File: config.mk
export PLATFORM = sky130hd
export DESIGN_NAME = ip_tx_arbiter
export DESIGN_NICKNAME = d
export VERILOG_FILES = /design/src/rtl/ip_tx_arbiter.sv
export SDC_FILE = /design/constraint.sdc
export NUM_CORES = 1
export LEC_CHECK = 0
export ABC_CLOCK_PERIOD_IN_PS = 2700
export CORE_ASPECT_RATIO = 0.9
export CORE_MARGIN = 5
export CORE_UTILIZATION = 45
export CTS_BUF_LIST = sky130_fd_sc_hd__clkbuf_8
export CTS_CLUSTER_SIZE = 28
export DETAILED_ROUTE_END_ITERATION = 8
export PLACE_DENSITY = 0.83
export SYNTH_ARGS = -nofsm -noshare
export SYNTH_HDL_FRONTEND = slang
export SYNTH_SLANG_ARGS = --single-unit
File: constraint.sdc
create_clock -name clk -period 2.7 [get_ports clk]
set_input_delay 0.675 -clock clk [delete_from_list [all_inputs] [get_ports clk]]
set_output_delay 0.675 -clock clk [all_outputs]
set_load 0.005 [all_outputs]
File: src/rtl/ip_tx_arbiter.sv
// Round-robin arbiter sharing the ip_tx request/payload path between ICMP (port 0) and UDP (port 1).
// Latency: a request sampled in IDLE raises ip_tx_req on the next edge; the payload mux is combinational during XFER.
// Backpressure: requests wait in IDLE while a frame is active; a watchdog aborts frames that ip_tx never ends.
module ip_tx_arbiter #(
    parameter logic [7:0]  ICMP_TYPE = 8'd1,
    parameter logic [7:0]  UDP_TYPE  = 8'd17,
    parameter logic [19:0] WDOG_MAX  = 20'd200000
) (
    input  logic        clk,
    input  logic        rstn,
    input  logic        icmp_req,
    input  logic [15:0] icmp_length,
    input  logic        icmp_tx_ready,
    input  logic [7:0]  icmp_data,
    output logic        icmp_data_req,
    output logic        icmp_ack,
    output logic        icmp_done,
    output logic        icmp_err,
    input  logic        udp_req,
    input  logic [15:0] udp_length,
    input  logic        udp_tx_ready,
    input  logic [7:0]  udp_data,
    output logic        udp_data_req,
    output logic        udp_ack,
    output logic        udp_done,
    output logic        udp_err,
    output logic        ip_tx_req,
    input  logic        ip_tx_ack,
    output logic [7:0]  ip_send_type,
    output logic [15:0] ip_send_data_length,
    output logic [7:0]  upper_layer_data,
    output logic        upper_tx_ready,
    input  logic        upper_data_req,
    input  logic        ip_tx_end,
    output logic        busy
);

    typedef enum logic [1:0] {IDLE, REQ, XFER, DONE} state_t;

    state_t      state;
    logic        grant;
    logic        rr_ptr;
    logic [19:0] wdog;
    logic        pick;
    logic        wdog_expired;
    logic        abort;
    logic        xfer;

    // With both ports requesting, rr_ptr breaks the tie; otherwise the lone requester wins.
    assign pick         = (icmp_req && udp_req) ? rr_ptr : udp_req;
    assign wdog_expired = (wdog >= WDOG_MAX - 20'd1);
    // ack and end take precedence over a watchdog expiry in the same cycle
    assign abort        = wdog_expired &&
                          ((state == REQ && !ip_tx_ack) || (state == XFER && !ip_tx_end));
    assign xfer         = (state == XFER);

    assign upper_layer_data = xfer ? (grant ? udp_data : icmp_data) : 8'd0;
    assign upper_tx_ready   = xfer && (grant ? udp_tx_ready : icmp_tx_ready);
    assign icmp_data_req    = xfer && !grant && upper_data_req;
    assign udp_data_req     = xfer && grant && upper_data_req;

    always_ff @(posedge clk) begin
        if (!rstn) begin
            state               <= IDLE;
            grant               <= 1'b0;
            rr_ptr              <= 1'b0;
            wdog                <= 20'd0;
            ip_tx_req           <= 1'b0;
            ip_send_type        <= 8'd0;
            ip_send_data_length <= 16'd0;
            busy                <= 1'b0;
            icmp_ack            <= 1'b0;
            icmp_done           <= 1'b0;
            icmp_err            <= 1'b0;
            udp_ack             <= 1'b0;
            udp_done            <= 1'b0;
            udp_err             <= 1'b0;
        end else begin
            icmp_ack  <= 1'b0;
            icmp_done <= 1'b0;
            icmp_err  <= 1'b0;
            udp_ack   <= 1'b0;
            udp_done  <= 1'b0;
            udp_err   <= 1'b0;
            if (abort) begin
                icmp_err            <= !grant;
                udp_err             <= grant;
                rr_ptr              <= !grant;
                ip_tx_req           <= 1'b0;
                busy                <= 1'b0;
                ip_send_type        <= 8'd0;
                ip_send_data_length <= 16'd0;
                wdog                <= 20'd0;
                state               <= IDLE;
            end else begin
                case (state)
                    IDLE: begin
                        wdog <= 20'd0;
                        if (icmp_req || udp_req) begin
                            grant               <= pick;
                            ip_send_type        <= pick ? UDP_TYPE : ICMP_TYPE;
                            ip_send_data_length <= pick ? udp_length : icmp_length;
                            ip_tx_req           <= 1'b1;
                            busy                <= 1'b1;
                            state               <= REQ;
                        end
                    end
                    REQ: begin
                        wdog <= wdog + 20'd1;
                        if (ip_tx_ack) begin
                            ip_tx_req <= 1'b0;
                            icmp_ack  <= !grant;
                            udp_ack   <= grant;
                            state     <= XFER;
                        end
                    end
                    XFER: begin
                        if (ip_tx_end) begin
                            icmp_done <= !grant;
                            udp_done  <= grant;
                            rr_ptr    <= !grant;
                            busy      <= 1'b0;
                            wdog      <= 20'd0;
                            state     <= DONE;
                        end else begin
                            wdog <= wdog + 20'd1;
                        end
                    end
                    DONE: begin
                        ip_send_type        <= 8'd0;
                        ip_send_data_length <= 16'd0;
                        wdog                <= 20'd0;
                        state               <= IDLE;
                    end
                    default: state <= IDLE;
                endcase
            end
        end
    end

endmodule

# Word-level counts from Yosys, hierarchy flattened

Index checks and enable logic that the tools add are counted.

$add $sub $neg: 1
Magnitude comparators: 1
Equal/unequal tests: 6
Mux-type cells: 24
Bitwise operators: 6
Reduce and logical (&&, ||, !) cells: 31

Operator list:

| operator                                                                 | number |
|---|---|
| 20-bit case mux with 3 select lines                                      | 1 |
| 16-bit two-way mux                                                       | 2 |
| 16-bit case mux with 2 select lines                                      | 1 |
| 8-bit two-way mux                                                        | 3 |
| 20-bit by 1-bit adder with 20-bit output (second input constant)         | 1 |
| 20-bit by 18-bit >= comparator with 1-bit output (second input constant) | 1 |
| 20-bit two-way mux                                                       | 1 |
| 8-bit case mux with 2 select lines                                       | 1 |
| 3-bit AND reduction                                                      | 4 |
| 2-bit nonzero test                                                       | 5 |
| 1-bit logical AND                                                        | 9 |
| 1-bit two-way mux                                                        | 8 |
| 2-bit case mux with 4 select lines                                       | 1 |
| 4-bit OR reduction                                                       | 2 |
| 2-bit two-way mux                                                        | 3 |
| 2-bit inequality test (second input constant)                            | 3 |
| 1-bit NOT                                                                | 6 |
| 2-bit AND reduction                                                      | 3 |
| 5-bit two-way mux                                                        | 1 |
| 2-bit equality test (second input constant)                              | 2 |
| 1-bit case mux with 2 select lines                                       | 2 |
| 2-bit OR reduction                                                       | 2 |
| 1-bit logical NOT                                                        | 3 |
| 2-bit by 1-bit equality test with 1-bit output (second input constant)   | 1 |
| other kinds (2)                                                          | 3 |

Bits in registers: 56
Input bits: 57
Output and inout bits: 43

# Depth between registers and ports, before layout

Gate-level depths: netlist of run 1.

Depth after elaboration: 6
Gate-level depth with buffers: 8

# Worst setup path before layout of run 1

No wires, ideal clock.

Kind: in2reg
Start point: input port udp_req
End point: register ip_send_data_length[0]
Library setup time: 117 ps
Arrival: 1802 ps
Required time: 2583 ps
Path slack: 781 ps
Cell stages on the path: 5
Buffers on the path: 1
Cells stage by stage: a21boi_2 buf_2 mux2_2 a22oi_1 nor2_1

Cells in the longest elaborated chain, start to end: 5

Ends and longest elaborated chain:

| what                                | line | RTL |
|---|---|---|
| start: declaration                  | 19   | `input logic udp_req,` |
| 1-bit logical AND                   | 50   | `assign pick = (icmp_req && udp_req) ? rr_ptr : udp_req;` |
| 1-bit two-way mux                   | 50   |  |
| 16-bit two-way mux                  | 102  | `ip_send_data_length <= pick ? udp_length : icmp_length;` |
| 16-bit two-way mux                  | 99   | `if (icmp_req \|\| udp_req) begin` |
| 16-bit case mux with 2 select lines | 96   | `case (state)` |
| end signal: assignment              | 102  |  |
| end: declaration                    | 30   | `output logic [15:0] ip_send_data_length,` |

Parallel ways exist; a longest one is shown, timed or not. The select of a mux whose other input is x is not followed.
A chain may end at the register's enable or synchronous reset.

# Worst setup path after layout of run 1

Start point: register state[0]
End point: output port icmp_data_req

Cells in the longest elaborated chain, start to end: 3

Ends and longest elaborated chain:

| what                           | line | RTL |
|---|---|---|
| start: declaration             | 40   | `state_t state;` |
| start signal: assignment       | 64   | `state <= IDLE;` |
| start signal: assignment       | 94   | `state <= IDLE;` |
| start signal: assignment       | 105  | `state <= REQ;` |
| 2-bit equality test            | 55   | `assign xfer = (state == XFER);` |
| 1-bit logical AND (2 in a row) | 59   | `assign icmp_data_req = xfer && !grant && upper_data_req;` |
| end: declaration               | 15   | `output logic icmp_data_req,` |

No other way between the ends.

==> metrics.csv, run 1 <==
metric,value,unit
outcome,"complete, no violations",
postcts setup bufs,0,
R2R Setup Slk,0.49,ns
fill count,451,
placed cell area,3460,um2
P_leak,0.00135,uW
CTS tree,yes,
grt total ovfl,0,
H-Tree Depth,2,
Clock Power Share,25.1,%
Sw Ratio,30.6,%
Int Power,1760,uW
RSZ-0062 raised after global routing,false,
Initial DRC Count,115,
type of the worst setup path,flip-flop to primary output,
via count of the first global-routing pass,2075,
CTS Sinks,50,
# diodes,0,
pin count of the biggest net entering global routing,21,
sw power,778,uW
sequential fraction of the synthesis area,40.3,%
Hold Crit Class,flip-flop to flip-flop,
crit path time final,2.52,ns
"wirelength, routed",6050,um
IO Count,100,
Die W,88.3,um
Gate power share,38.7,%
peak supply drop,0.000417,V
share of layout cells above drive strength 1,11.4,%
Worst EP required,2.03,ns
Area Overhead vs Synth,45.2,%
worst flop-to-flop path startpoint,state[0],
Layout Nets,433,
hold path cells,1,
Fin Hold WS,0.473,ns
Final Hold Fails,0,
synth unique cells,42,
CTS clock-pin slew for the worst setup and hold paths,0.09,ns
CTS Buf Count,5,
Root Driver,clkbuf_8,
detailed placement HPWL,4770,um
synthesized cell area,2480,um2
"Avg Cell Area, Syn",9.00,um2
Vias,2263,
Port Buffers,93,
Cell Pwr Density,704,nW/um2
FMAX,0.396,GHz
Synth Instances,276,
Min-Delay Endpoint,wdog[0],
critical-path maximum fanout,15,
Setup Viol. Count Final,0,
initial antenna violation count,0,
DP Worst Slack,0.135,ns
Max-slew headroom,48.5,%
first-pass GRT wire length,9400,um
post-route cell area,3610,um2
DRC viols,0,
"most common cell after layout, fill and taps aside",clkdlybuf4s50_1,
Setup Skew,0.00784,ns
routed vias/inst,5.18,
final worst slack,0.176,ns
die height,80.5,um
Crit. End Element,primary output,
worst hold start,wdog[0],
Synth Register Bits,50,
sequential share of power,36.2,%
"commonest cells after routing, fill and taps aside","clkdlybuf4s50_1 (93), nor2_1 (54), dfxtp_1 (50)",
period utilization,93.5,%
Final GP Congestion,0.831,
max-cap violations,0,
Core Rows,25,
clock latency on the worst-skew pair,0.30,ns
drt first pass iters,5,
hold buffers post-CTS,0,
antenna-violating nets left,0,
detail-routed net length per standard cell,13.8,um
initial core utilization,46.7,%
Slew Limit Fails,0,
CP arrival,1.85,ns
Total GRT Usage,16.6,%
Core Region,5320,um2
DIE AREA,7110,um2
startpoint types,flip-flop,
worst-margin pin slew,0.765,ns
Worst R2R Path Depth,8,
Clock Path Buffers,2,
synth warn,0,
setup TNS,0,ns
Reg-to-Reg End,ip_send_data_length[0],
## worst max path at each step
stage | from | to | slack [ns] | cells past startpoint
after floorplan | udp_req | ip_send_data_length[0] | 0.78 | 5
after global placement | icmp_tx_ready | upper_tx_ready | 0.19 | 4
after detailed placement | ip_tx_end | ip_send_data_length[0] | 0.14 | 7
after CTS | state[0] | udp_data_req | 0.008 | 5
after global routing | state[0] | udp_data_req | 0.05 | 5
final | state[0] | icmp_data_req | 0.18 | 5
## metal layers
layer  GRT usage [%]  vias up  part of all wire [%]
met2            28.3       88                    48
met3            5.64       11                    10
met4            6.34        0                   1.6
met5               0        -                     0
li1                -     1124                     -
met1            19.1     1040                    40
## power groups by stage
stage	logic [uW]	clock network (uW)	registers (uW)
6_report	983	638	918
4_1_cts	992	649	919
3_5_place_dp	987	0	935
3_3_place_gp	965	0	931
2_1_floorplan	550	0	931
5_1_grt	1090	678	932
## stage by stage
stage	total power (uW)	cells	util (%)
6_report	2540	437	67.8
5_1_grt	2700	437	67.8
3_3_place_gp	1900	429	65.1
3_5_place_dp	1920	429	65.1
4_1_cts	2560	437	67.8
2_1_floorplan	1480	281	-
## registers in the layout, summed over array words and instances (netlist names)
| register | flops |
|---|---|
| state | 2 |
| icmp_done | 1 |
| wdog | 20 |
| ip_send_data_length | 16 |
| grant | 1 |
| busy | 1 |
| icmp_err | 1 |
| ip_send_type | 2 |
| icmp_ack | 1 |
| ip_tx_req | 1 |
| rr_ptr | 1 |
| udp_err | 1 |
| udp_done | 1 |
| udp_ack | 1 |
## kinds of logic (layout without fill, tap and decap cells)
group	Yosys count	count (layout)	synth area share [%]
compound gates	32	32	9.92
xor+xnor	18	18	6.35
fa+ha+maj	7	7	3.53
buf+inv	24	113	5.84
flops	50	50	40.3
mux	27	27	11.7
other cells	1	6	0.151
simple gates	117	117	22.2
## critical path, cell delays in order, from the launching register on
cell and delay, ns:
dfxtp_1 0.36, inv_1 0.12, ha_2 0.34, nand2_1 0.11, nor2_1 0.10, clkdlybuf4s50_1 0.51
## timing repair
action,in CTS,in global routing
resized for setup,0,1
endpoints found under the hold margin,0,0
endpoints found under the setup margin,0,11
## Yosys cell counts (all sizes together)
| cell type | number | area, um2 |
|---|---|---|
| nor2 | 56 | 215 |
| dfxtp | 50 | 1000 |
| nand2 | 18 | 70.1 |
| a22oi | 17 | 128 |
| mux2 | 16 | 180 |
| buf | 11 | 95.1 |
| mux2i | 11 | 110 |
| nor2b | 10 | 62.6 |
| xor2 | 10 | 87.6 |
| nand3 | 8 | 40.0 |
| xnor2 | 8 | 70.1 |
| ha | 7 | 87.6 |
| inv | 7 | 26.3 |
| nor3 | 7 | 35.0 |
| clkbuf | 6 | 23.8 |
| and3 | 5 | 32.5 |
| nand4 | 4 | 25.0 |
| nor4 | 4 | 31.3 |
| o21ai | 3 | 18.8 |
| a21oi | 2 | 10.0 |
| a311oi | 2 | 17.5 |
| o311ai | 2 | 17.5 |
| a211oi | 1 | 7.51 |
| a21boi | 1 | 11.3 |
| a21o | 1 | 8.76 |
| a31oi | 1 | 6.26 |
| and2b | 1 | 8.76 |
| and4 | 1 | 10.0 |
| conb | 1 | 3.75 |
| nor3b | 1 | 7.51 |
| o211ai | 1 | 12.5 |
| o41ai | 1 | 8.76 |
| or2 | 1 | 6.26 |
| or4 | 1 | 7.51 |
## area by class of cell
class                   instances  area (um2)  area share, %
multi-input cells             207        1360           37.7
flip-flops and latches         50        1000           27.8
repair buffers                 98         993           27.6
well taps                      67        83.8           2.32
clock buffers                   6        82.6           2.29
clock inverters                 2        60.1           1.67
inverters                       7        26.3          0.729
Note: power is estimated with default switching activity, not from simulation.
==> inputs of run 2 (changes only) <==
==> constraint.sdc (replaced) <==
create_clock -name clk -period 2.7 [get_ports clk]
set_input_delay 0.27 -clock clk [delete_from_list [all_inputs] [get_ports clk]]
set_output_delay 0.27 -clock clk [all_outputs]
set_load 0.005 [all_outputs]
==> metrics.csv, run 2 (synthesized netlist as in run 1, its figures left out) <==
metric,value,unit,change
"most common cell after layout, fill and taps aside",clkdlybuf4s50_1,,
worst hold start,rr_ptr,,
Core Rows,25,,unchanged
CTS tree,yes,,
initial antenna violation count,0,,unchanged
pin count of the biggest net entering global routing,27,,+29%
Met3 Wirelength,600,um,-2.1%
P_leak,0.00131,uW,-2.9%
Final Hold Fails,0,,unchanged
postcts setup bufs,0,,unchanged
initial core utilization,46.7,%,unchanged
fill count,440,,-2.4%
"commonest cells after routing, fill and taps aside","clkdlybuf4s50_1 (93), nor2_1 (54), dfxtp_1 (50)",,
post-CTS resize count,0,,unchanged
Worst EP required,2.92,ns,+0.89 ns
CTS Buf Count,5,,unchanged
Register Area,1000,um2,unchanged
CP arrival,2.45,ns,+0.60 ns
routed vias/inst,5.07,,-2.2%
clock latency on the worst-skew pair,0.31,ns,about the same
top flop regs,"wdog x20, ip_send_data_length x16",,
type of the worst setup path,flip-flop to flip-flop,,
startpoint types,flip-flop,,
max reg flops,20,,unchanged
DR top layer,met4,,
antenna-violating nets left,0,,unchanged
Port Buffers,93,,unchanged
"Cell Count, Final, Fillers Out",435,,-0.46%
setup TNS,0,ns,unchanged
Core Region,5320,um2,unchanged
via count of the first global-routing pass,2083,,+0.39%
first-pass GRT wire length,9360,um,-0.44%
H-Tree Depth,2,,unchanged
Metal-1 WL,2470,um,+1.7%
Multi-input gate area,1360,um2,-0.18%
drt first pass iters,4,,-1
IO Count,100,,unchanged
CTS clock-pin slew for the worst setup and hold paths,0.09,ns,about the same
Layout Nets,431,,-0.46%
grt total ovfl,0,,unchanged
detailed placement HPWL,4630,um,-2.9%
Die W,88.3,um,unchanged
Largest Register,wdog,,
hold buffers post-CTS,0,,unchanged
# diodes,0,,unchanged
Vias,2204,,-2.6%
Clock Path Buffers,2,,unchanged
RSZ-0062 raised after global routing,false,,
DIE AREA,7110,um2,unchanged
Slew Limit Fails,0,,unchanged
Max-slew headroom,46.2,%,-2.3 points
"wirelength, routed",5930,um,-1.9%
Cell Pwr Density,675,nW/um2,-4.2%
Initial DRC Count,121,,+5.2%
die height,80.5,um,unchanged
Setup Skew,0.00586,ns,-0.00199 ns
Root Driver,clkbuf_8,,
DR WL met2,2810,um,-3.2%
Crit. End Element,flip-flop,,
peak supply drop,0.000427,V,+2.2%
max-cap violations,0,,unchanged
critical-path maximum fanout,26,,+11
Hold Crit Class,flip-flop to flip-flop,,
worst flop-to-flop path startpoint,state[0],,
Total GRT Usage,16.5,%,-0.16 points
Final GP Congestion,0.810,,-2.6%
share of layout cells above drive strength 1,10.6,%,-0.75 points
Setup crit start,state[0],,
CTS Sinks,50,,unchanged
Area Overhead vs Synth,42.3,%,
DRC viols,0,,unchanged
period utilization,82.7,%,-11 points
crit path time final,2.23,ns,-0.291 ns
Setup Viol. Count Final,0,,unchanged
outcome,"complete, no violations",,
post-placement cell count,427,,-0.47%
worst-margin pin slew,0.805,ns,+0.0399 ns
FMAX,0.448,GHz,+13%
detail-routed net length per standard cell,13.6,um,-1.4%
## run 2: metal layers
layer	GRT usage (%)	vias to the layer above
met2	28.2	79
met4	6.65	0
met3	4.62	5
met5	0	-
met1	19.2	1002
li1	-	1118
## run 2: final timing paths
path | depth (start not counted) | to | slack (ns)
worst max-delay path | 7 | ip_tx_req | 0.47
worst min-delay path | 2 | rr_ptr | 0.47
worst max register to register | 7 | ip_tx_req | 0.47
worst min register to register | 2 | rr_ptr | 0.47
## run 2: final cells by class
cell class | instances | share of cell area, %
clock inverters | 3 | 1.27
inverters | 7 | 0.743
repair buffers | 96 | 27.0
clock buffers | 5 | 1.95
well taps | 67 | 2.37
multi-input cells | 207 | 38.4
flip-flops and latches | 50 | 28.3
## run 2: through the flow
stage | hold WS [ns] | instance area, um2 | worst slack [ns] | utilization [%] | total power (uW)
4_1_cts | 0.474 | 3530 | 0.473 | 66.5 | 2410
5_1_grt | 0.502 | 3530 | 0.235 | 66.5 | 2560
3_3_place_gp | 0.437 | 3420 | 0.490 | 64.3 | 1860
2_1_floorplan | 0.379 | 2500 | 0.836 | - | 1480
3_5_place_dp | 0.462 | 3420 | 0.404 | 64.3 | 1880
6_report | 0.470 | 3530 | 0.468 | 66.5 | 2380
## run 2: power breakdown
group | switching (uW) | leakage [uW] | internal (uW)
sequential | 77.8 | 0.000407 | 848
combinational | 447 | 0.000849 | 487
clock | 249 | 0.0000504 | 275
## run 2: worst max-delay path, cell delays in order (launching register included)
cell and delay [ns]:
dfxtp_1 0.41, inv_1 0.10, ha_1 0.21, and2b_2 0.21
a21o_2 0.22, a31oi_1 0.31, nand2_2 0.37, a311oi_1 0.30
